$ cat src/rtl/io_pkg.sv
// Shared definitions for the IN/OUT peripheral handshake unit.
package io_pkg;

   // Input handshake FSM encoding.
   typedef enum logic [1:0] {
      StIdle  = 2'd0,
      StArmed = 2'd1,
      StHeld  = 2'd2,
      StReady = 2'd3
   } in_state_e;

   // Debounce window for a board clock in the tens of MHz.
   localparam int unsigned DebounceCyclesDefault = 50000;

   // Width of the OUT write counter; wraps naturally.
   localparam int unsigned OutCountWidth = 8;

endpackage

$ cat src/rtl/button_debouncer.sv
// Synchronises the raw active-low confirm button, debounces it and emits
// one-cycle press/release pulses on each edge of the debounced level.
module button_debouncer
   import io_pkg::*;
#(
   parameter int unsigned DEBOUNCE_CYCLES = DebounceCyclesDefault
) (
   input  logic clk,
   input  logic reset,
   input  logic key_n_i,
   output logic press_o,
   output logic release_o
);

   localparam int unsigned CntW = $clog2(DEBOUNCE_CYCLES + 1);

   logic            sync1_q, sync2_q;
   logic            key_s;
   logic            key_db_q, key_db_d;
   logic [CntW-1:0] cnt_q, cnt_d;
   logic            press_q, press_d;
   logic            release_q, release_d;

   // Inverting before the synchronizer makes a reset flop read as "not pressed".
   assign key_s = sync2_q;

   // Two-flop synchronizer on the asynchronous button.
   always_ff @(posedge clk) begin
      if (reset) begin
         sync1_q <= 1'b0;
         sync2_q <= 1'b0;
      end else begin
         sync1_q <= ~key_n_i;
         sync2_q <= sync1_q;
      end
   end

   // Count consecutive disagreeing cycles; flip the level once the run is long enough.
   always_comb begin
      key_db_d  = key_db_q;
      cnt_d     = '0;
      press_d   = 1'b0;
      release_d = 1'b0;
      if (key_s != key_db_q) begin
         if (cnt_q == CntW'(DEBOUNCE_CYCLES - 1)) begin
            key_db_d  = key_s;
            press_d   = key_s;
            release_d = ~key_s;
         end else begin
            cnt_d = cnt_q + 1'b1;
         end
      end
   end

   // Debounce state and edge pulses, registered together so a pulse lines up with the level change.
   always_ff @(posedge clk) begin
      if (reset) begin
         key_db_q  <= 1'b0;
         cnt_q     <= '0;
         press_q   <= 1'b0;
         release_q <= 1'b0;
      end else begin
         key_db_q  <= key_db_d;
         cnt_q     <= cnt_d;
         press_q   <= press_d;
         release_q <= release_d;
      end
   end

   assign press_o   = press_q;
   assign release_o = release_q;

endmodule

$ cat src/rtl/io_handshake_unit.sv
// Peripheral side of the IN/OUT instructions: a button-confirmed switch read
// for IN and a display register plus write counter for OUT.
module io_handshake_unit
   import io_pkg::*;
#(
   parameter int unsigned DATA_WIDTH      = 32,
   parameter int unsigned SW_WIDTH        = 16,
   parameter int unsigned DEBOUNCE_CYCLES = DebounceCyclesDefault
) (
   input  logic                     clk,
   input  logic                     reset,
   input  logic                     in_req,
   output logic                     in_ready,
   output logic [DATA_WIDTH-1:0]    in_data,
   input  logic [SW_WIDTH-1:0]      switches,
   input  logic                     key_n,
   input  logic                     new_out,
   input  logic [DATA_WIDTH-1:0]    out_data,
   output logic [DATA_WIDTH-1:0]    out_value,
   output logic [OutCountWidth-1:0] out_count
);

   logic                     press;
   logic                     release_evt;
   in_state_e                state_q, state_d;
   logic [DATA_WIDTH-1:0]    in_data_q, in_data_d;
   logic                     in_ready_q;
   logic [DATA_WIDTH-1:0]    out_value_q;
   logic [OutCountWidth-1:0] out_count_q;

   button_debouncer #(
      .DEBOUNCE_CYCLES(DEBOUNCE_CYCLES)
   ) u_debouncer (
      .clk      (clk),
      .reset    (reset),
      .key_n_i  (key_n),
      .press_o  (press),
      .release_o(release_evt)
   );

   // Input handshake next state; a dropped request always wins over a button event.
   always_comb begin
      state_d   = state_q;
      in_data_d = in_data_q;
      unique case (state_q)
         StIdle: begin
            if (in_req) state_d = StArmed;
         end
         StArmed: begin
            if (!in_req) begin
               state_d = StIdle;
            end else if (press) begin
               in_data_d = DATA_WIDTH'(switches);
               state_d   = StHeld;
            end
         end
         StHeld: begin
            if (!in_req) begin
               state_d = StIdle;
            end else if (release_evt) begin
               state_d = StReady;
            end
         end
         StReady: begin
            if (!in_req) state_d = StIdle;
         end
         default: state_d = StIdle;
      endcase
   end

   // Input handshake state, latched word and registered ready flag.
   always_ff @(posedge clk) begin
      if (reset) begin
         state_q    <= StIdle;
         in_data_q  <= '0;
         in_ready_q <= 1'b0;
      end else begin
         state_q    <= state_d;
         in_data_q  <= in_data_d;
         in_ready_q <= (state_d == StReady);
      end
   end

   // OUT path: capture the value and count every cycle the strobe is high.
   always_ff @(posedge clk) begin
      if (reset) begin
         out_value_q <= '0;
         out_count_q <= '0;
      end else if (new_out) begin
         out_value_q <= out_data;
         out_count_q <= out_count_q + 1'b1;
      end
   end

   assign in_ready  = in_ready_q;
   assign in_data   = in_data_q;
   assign out_value = out_value_q;
   assign out_count = out_count_q;

endmodule

$ cat config.mk
export PLATFORM = sky130hd
export DESIGN_NAME = io_handshake_unit
export DESIGN_NICKNAME = d
export VERILOG_FILES = /design/src/rtl/io_pkg.sv /design/src/rtl/button_debouncer.sv /design/src/rtl/io_handshake_unit.sv
export SDC_FILE = /design/constraint.sdc
export NUM_CORES = 1
export LEC_CHECK = 0
export CAP_MARGIN = 20
export CORE_MARGIN = 2
export CORE_UTILIZATION = 30
export DETAILED_ROUTE_END_ITERATION = 7
export PLACE_DENSITY = 0.57
export SYNTH_ARGS = -nofsm -noshare
export SYNTH_HDL_FRONTEND = slang
export SYNTH_SLANG_ARGS = --single-unit
$ cat constraint.sdc
create_clock -name clk -period 1.8 [get_ports clk]
set_input_delay 0.36 -clock clk [delete_from_list [all_inputs] [get_ports clk]]
set_output_delay 0.36 -clock clk [all_outputs]
set_load 0.05 [all_outputs]
**Word level (Yosys, flattened, before mapping)**

Index checks and enable logic that the tools add are counted.

- Register bits after elaboration: 80

- Add/sub/neg operators: 2
- Equality and inequality tests: 6
- Mux-type cells: 7
- Bitwise logic cells: 4
- Reductions and logical operators: 5

Operators by type and width:

| kind | count |
|---|---|
| $add A16 B1 Y16 const B | 1 |
| $eq A16 B16 Y1 const B | 1 |
| $mux W2 | 6 |
| $add A8 B1 Y8 const B | 1 |
| $pmux W2 S4 | 1 |
| $eq A2 B2 Y1 const B | 3 |
| $reduce_or A3 Y1 | 2 |
| $not A1 Y1 | 4 |
| $reduce_and A3 Y1 | 1 |
| $eq A2 B1 Y1 const B | 1 |
| $logic_not A2 Y1 | 1 |
| $reduce_and A2 Y1 | 1 |
| $ne A1 B1 Y1 | 1 |

**Depth between registers and ports, before layout**

- Word-level depth: 4
- Mapped depth: 6
- Depth with buffers taken out: 5

**By module**

From an unflattened synthesis, not the netlist that was laid out.

- Cells, all modules: 330
- Area, all modules: 3153.0 um^2

By module, submodules not included:

| module | times used | cells an instance | area each (um^2) |
|---|---|---|---|
| io_handshake_unit | 1 | 237 | 2252.2 |
| button_debouncer | 1 | 93 | 900.9 |

**Least setup slack after synthesis**

OpenSTA, ideal clock, no wires.

- Kind: register to register
- Start: register out_count_q[0], in the netlist out_count[0]
- End: register out_count_q[7], in the netlist out_count[7]
- Library setup time: 0.070 ns
- Arrival time: 1.427 ns
- Slack: 0.303 ns
- Cell stages (with the launch flop): 4
- Clock period less this slack: 1.497 ns
- Cells stage by stage: dfxtp_1 -> nand4_1 -> or3_1 -> a21oi_1

- Word-level cells in the longest chain between the ends: 1

RTL lines:

| item | RTL line | source |
|---|---|---|
| start: declaration | io_handshake_unit.sv:29 | `logic [OutCountWidth-1:0] out_count_q;` |
| start signal: assignment | io_handshake_unit.sv:91 | `out_count_q <= out_count_q + 1'b1;` |
| $add A8 B1 Y8 | io_handshake_unit.sv:91 |  |

Every way passes these cells.
A chain may end at the register's enable or synchronous reset.

**Worst setup path after layout**

- Start: register u_debouncer.cnt_q[14]
- End: register u_debouncer.cnt_q[10]

- Word-level cells in the longest chain between the ends: 2

RTL lines:

| item | RTL line | source |
|---|---|---|
| start: declaration | button_debouncer.sv:20 | `logic [CntW-1:0] cnt_q, cnt_d;` |
| start signal: assignment | button_debouncer.sv:64 | `cnt_q <= cnt_d;` |
| $eq A16 B16 Y1 | button_debouncer.sv:45 | `if (cnt_q == CntW'(DEBOUNCE_CYCLES - 1)) begin` |
| $reduce_or A3 Y1 (no line) | -- |  |

Every way passes these cells.

==> metrics.md <==
| Metric | Value |
|---|---|
| Status | `completed` |
| Commonest non-fill, non-tap cell in the layout | `dfxtp_1` |
| Sw frac | `0.273` |
| Fin crit share | `0.871` |
| F_max | `approximately 640 MHz` |
| Worst-path clk slew | `0.08 ns` |
| Post-synth EDFFs | `0` |
| Worst-path fanout max | `15` |
| Worst VDD drop | `around 0.00040 V` |
| ANT nets after route | `0` |
| Iter 0 DRT Violations | `50` |
| RSZ-0062 raised after global routing | `false` |
| Pwr dens | `approximately 840 nW/um2` |
| Syn Std Cell Area | `3150 um2` |
| Met1 Usage GRT | `0.144` |
| Placed inst area | `between 4000 and 5000 um2` |
| Critical path required time | `around 2.0 ns` |
| Global placement routability congestion | `about 0.74` |
| Synth cell types | `37` |
| Switching pwr | `1.00 mW` |
| Postcts setup bufs | `0` |
| Logic pwr share | `0.152` |
| TritonRoute pass-1 iters | `3` |
| Post-route cell area | `between 4000 and 5000 um2` |
| Rows | `37` |
| Max cap viols | `0` |
| Htree depth | `3` |
| Avg Cell Area, Syn | `9.55 um2` |
| Post-CTS Hold Buffers | `0` |
| Fraction of registers with async set/reset | `0` |
| Clock Tree Root | `clkbuf_8` |
| Area contributors post-synth | `dfxtp_1 (51%), mux2i_1 (11%), nor2_1 (7.1%), nand2_1 (4.8%), xnor2_1 (3.9%)` |
| Flop pwr share | `0.506` |
| Fin util | `0.424` |
| Post-DP HPWL | `around 5000 um` |
| Leak | `between 1.5 and 2 nW` |
| Port bufs | `between 100 and 150` |
| Final setup fails | `0` |
| Critical path type | `flop to flop` |
| Hold Path Class | `primary input to flop` |
| Post-synthesis sequential area ratio | `0.508` |
| Fin Setup TNS | `0 ns` |
| Post-CTS sizing | `1` |
| Synth Register Bits | `80` |
| Critical path capture point type | `flop` |
| CTS Sinks | `80` |
| Most frequent cells in the layout | `dfxtp_1 (80), buf_4 (62), nor2_1 (60), clkdlybuf4s50_1 (50), nand2_1 (40)` |
| Global routing's busiest layer | `met2` |
| Die height | `approximately 110 um` |
| Met2 Use GR | `0.196` |
| TritonCTS clock tree | `built` |
| Via count | `between 2000 and 2500` |
| Yosys top cell by area | `dfxtp_1` |
| Layout cells sized above 1 | `0.203` |
| Yosys warns | `0` |
| Slew headroom | `0.592` |
| Longest Clk Path Bufs | `2` |
| Vias in the first global route | `roughly 2400` |
| Pre-CTS setup slack | `0.215 ns` |
| Final worst slack | `roughly 0.23 ns` |
| Crit start category | `flop` |
| Final Power | `~3.7 mW` |
| Area grow syn2layout | `38.2%` |
| First-pass GRT wire length | `approximately 11000 um` |
| Met3 usage | `0.0399` |
| Fin crit period | `1.57 ns` |
| Initial antenna violation count | `0` |
| Die ar. | `~11000 um2` |
| Num CTS Buffers | `9` |
| Max-slew violations | `0` |
| Die span in x | `around 110 um` |
| Clock share of power | `0.342` |
| DRC viols | `0` |
| Critical path arrival | `between 1.5 and 2 ns` |
| GRT Residual Overflow | `0` |
| Total Wirelength | `6690 um` |
| Core outline area | `~10000 um2` |
| ANT cells | `0` |
| Least-Margin Pin Slew | `0.612 ns` |
| Final Hold Violating Endpoints | `0` |
| Cells after synthesis | `330` |
| Nets@finish | `495` |
| Largest net degree at the start of global routing | `60` |
| DR WL/cell | `around 12 um` |
| GRT Resource Usage Total | `0.120` |
| Routed vias/inst | `about 4.3` |
| Main synth FF type | `dfxtp_1` |
| Yosys top cell area share | `0.508` |
| Io pins | `around 130` |
| Worst reg2reg setup slack | `roughly 0.23 ns` |
| Initial core utilization | `0.307` |
| Clk_skew | `approximately 0.010 ns` |
| Worst skew pair latency | `~0.34 ns` |
| Cell-internal power | `around 2.7 mW` |
==> flip-flops by register name, indices dropped and copies added, names as in the netlist <==
register	cells
u_debouncer.key_db_q	1
state_q	2
in_ready	1
u_debouncer.cnt_q	16
u_debouncer.sync1_q	1
out_value	32
out_count	8
u_debouncer.press_o	1
u_debouncer.release_o	1
in_data	16
u_debouncer.key_s	1
==> worst max-delay path: stages, from the launching register on <==
cell and delay [ns]:
dfxtp_1 0.37, nor4bb_1 0.43, nand4_2 0.24, nand2b_2 0.31, nor2_1 0.09
==> final timing paths <==
check / start / end / cells past startpoint
max reg2reg: u_debouncer.cnt_q[14]$_SDFF_PP0_ / u_debouncer.cnt_q[10]$_SDFF_PP0_ / 4
min: reset / state_q[1]$_SDFF_PP0_ / 3
min reg2reg: u_debouncer.sync1_q$_SDFF_PP0_ / u_debouncer.key_s$_SDFF_PP0_ / 1
max: u_debouncer.cnt_q[14]$_SDFF_PP0_ / u_debouncer.cnt_q[10]$_SDFF_PP0_ / 4
==> synthesized netlist by cell type (3+ instances only) <==
cell type / instances
buf_2: 6
inv_1: 4
mux2i_1: 34
a21oi_1: 19
xor2_1: 6
nand4_1: 5
nor4_2: 4
xnor2_1: 14
dfxtp_1: 80
nor3_1: 6
nor2_1: 60
clkbuf_1: 6
nand3_1: 3
buf_4: 16
nand2_1: 40
==> layer usage <==
layer | wire length, um | vias to the layer above
met3 | 520 | 11
met4 | 130 | 0
met5 | 0 | -
met1 | 2980 | 1129
met2 | 3060 | 78
li1 | - | 1278
==> metrics by stage <==
step | instances | hold WS (ns)
after global routing | 580 | 0.421
after floorplan | 345 | 0.414
final | 580 | 0.398
after CTS | 580 | 0.383
after global placement | 565 | 0.430
after detailed placement | 565 | 0.435
==> logic make-up after synthesis <==
kind of cell	synth area share
xor+xnor	0.0556
other cells	0.00119
simple gates	0.218
compound gates	0.0357
buf+inv	0.0659
flops	0.508
mux	0.108
fa+ha+maj	0.00794
==> final cells by class <==
cell class	count	area, um2
tap	136	170
sequential	80	1600
fill	1053	5920
clock buffer	9	124
clock inverter	6	61.3
multi-input combinational	230	1400
timing repair buffer	115	985
inverter	4	15.0
==> power by group through the flow <==
stage	logic (mW)	clock network, mW	registers, mW
6_report	0.556	1.25	1.85
5_1_grt	0.590	1.39	1.86
4_1_cts	0.563	1.32	1.85
3_5_place_dp	0.562	0	1.89
3_3_place_gp	0.559	0	1.89
2_1_floorplan	0.214	0	2.05
Power figures use the tool's default switching activity.
==> patch (same flow settings) <==
The 4 states of `in_state_e` get a one-hot encoding in 4 bits.
--- a/src/rtl/io_pkg.sv
+++ b/src/rtl/io_pkg.sv
@@ -2,11 +2,11 @@
 package io_pkg;
 
    // Input handshake FSM encoding.
-   typedef enum logic [1:0] {
-      StIdle  = 2'd0,
-      StArmed = 2'd1,
-      StHeld  = 2'd2,
-      StReady = 2'd3
+   typedef enum logic [3:0] {
+      StIdle  = 4'b0001,
+      StArmed = 4'b0010,
+      StHeld  = 4'b0100,
+      StReady = 4'b1000
    } in_state_e;
 
    // Debounce window for a board clock in the tens of MHz.
Check against the original RTL: no difference found for any inputs over 10 cycles, from zero or initial values and one cycle with reset high; not proved beyond that.
==> patch against the unedited design <==
Total power rose by 4.2%; worst setup slack better by 0.035 ns; sequential cell count rose by 2; highest routed layer unchanged; synthesized area grew 4.3%; wire length rose by 1.4%; cell area grew 3.1%; via count grew 4.1%; core utilization shrank 0.59 points.
==> patch: results (changes against the unedited design) <==
[routing]
vias = 2598  ; was 2496
dr.first_iter.drc_count = 90  ; was 50
viasPerCell = 4.37  ; was 4.30
wirelength_met1_um = 3070  ; was 2980 um
first_pass_iters = 4  ; was 3
wl_met2_um = 3110  ; was 3060 um
drt-total-wl_um = 6780  ; was 6690 um
met3_length_um = 493  ; was 520 um

[global_route]
grt_usage = 0.121  ; was 0.120
grt_pass1_vias = 2520  ; was 2395
grt_pass1_wl_um = 11400  ; was 11000 um

[yosys]
syn_inst = 342  ; was 330
yosysSeqAreaShare = 0.499  ; was 0.508
synth_async_sr_flop_share = 0  ; unchanged
yosys-top-cells-count = dfxtp_1 (82), nor2_1 (58), nand2_1 (38)  ; was dfxtp_1 (80), nor2_1 (60), nand2_1 (40)
synth_area_leaders = dfxtp_1 (50%), mux2i_1 (10%), nor2_1 (6.6%), nand2_1 (4.3%), buf_4 (3.9%)  ; was dfxtp_1 (51%), mux2i_1 (11%), nor2_1 (7.1%), nand2_1 (4.8%), xnor2_1 (3.9%)
synth.distinct_cells = 38  ; was 37
synth_top_area_frac = 0.499  ; was 0.508

[cts]
cts_resized = 0  ; was 1
clk_latency_ns = 0.35

[outcome]
outcome = completed  ; unchanged

[final_layout]
finalNetCount = 505  ; was 495
layout-drive-gt1-share = 0.209  ; was 0.203
fill_cells = 1094  ; was 1053

[placement]
hpwl_um = 4840  ; was 4870 um
gp_congestion = 0.748  ; was 0.738
place_area_um2 = 4290  ; was 4170 um2
dp.cells = 579  ; was 565

[timing]
maxSlewHeadroom = 0.561  ; was 0.592
finClkSkew_ns = 0.0154  ; was 0.0103 ns

[critical_path]
worstPathArrival_ns = 1.76  ; was 1.79 ns

[power_and_ir_drop]
leakage_nw = 1.80  ; was 1.81 nW
vdd.ir_drop.worst_mv = 0.457  ; was 0.405 mV

-- patch: worst max-delay path: stages (launching register included) --
cell and delay (ns):
dfxtp_1 0.41, nor4b_1 0.34, nand4_1 0.26, nand2b_2 0.32
nor2_1 0.09
-- patch: worst paths after layout --
kind / startpoint / to / slack (ns) / cells past startpoint
min: reset / u_debouncer.cnt_q[2] / 0.39 / 3
max reg2reg: u_debouncer.cnt_q[6] / u_debouncer.cnt_q[5] / 0.27 / 4
min reg2reg: u_debouncer.sync1_q / u_debouncer.key_s / 0.44 / 1
max: u_debouncer.cnt_q[6] / u_debouncer.cnt_q[5] / 0.27 / 4
-- patch: per-layer routing --
layer	vias up	GRT usage
li1	1326	-
met1	1185	0.145
met2	78	0.196
met3	9	0.0406
met4	0	0.0549
met5	-	0
-- patch: cell type report --
| class | instances | area [um2] | share of cell area |
|---|---|---|---|
| Sequential cell | 82 | 1640 | 0.365 |
| Multi-Input combinational cell | 238 | 1460 | 0.326 |
| Timing Repair Buffer | 114 | 988 | 0.220 |
| Tap cell | 140 | 175 | 0.0390 |
| Clock buffer | 11 | 141 | 0.0315 |
| Clock inverter | 5 | 62.6 | 0.0139 |
| Inverter | 5 | 18.8 | 0.00418 |
-- patch: cells by family (layout without fill, tap and decap cells) --
| family | Yosys count | after routing | share of synthesized area |
|---|---|---|---|
| buf+inv | 37 | 135 | 0.0730 |
| other cells | 1 | 16 | 0.00114 |
| flops | 82 | 82 | 0.499 |
| mux | 34 | 34 | 0.103 |
| compound gates | 27 | 27 | 0.0601 |
| fa+ha+maj | 2 | 2 | 0.00761 |
| simple gates | 138 | 138 | 0.200 |
| xor+xnor | 21 | 21 | 0.0559 |
-- patch: stage by stage --
stage | power [mW] | setup WS [ns] | util | hold slack, ns
6_report | 3.81 | 0.267 | 0.418 | 0.392
5_1_grt | 4.01 | 0.0947 | 0.418 | 0.381
4_1_cts | 3.88 | 0.230 | 0.418 | 0.371
3_5_place_dp | 2.51 | 0.240 | 0.399 | 0.433
3_3_place_gp | 2.51 | 0.260 | 0.399 | 0.435
2_1_floorplan | 2.32 | 0.302 | - | 0.414
-- patch: report_power, final --
group / switching [mW] / internal (mW) / total [mW]
Combinational: 0.348 / 0.218 / 0.566
Sequential: 0.0354 / 1.87 / 1.90
Clock: 0.659 / 0.687 / 1.35
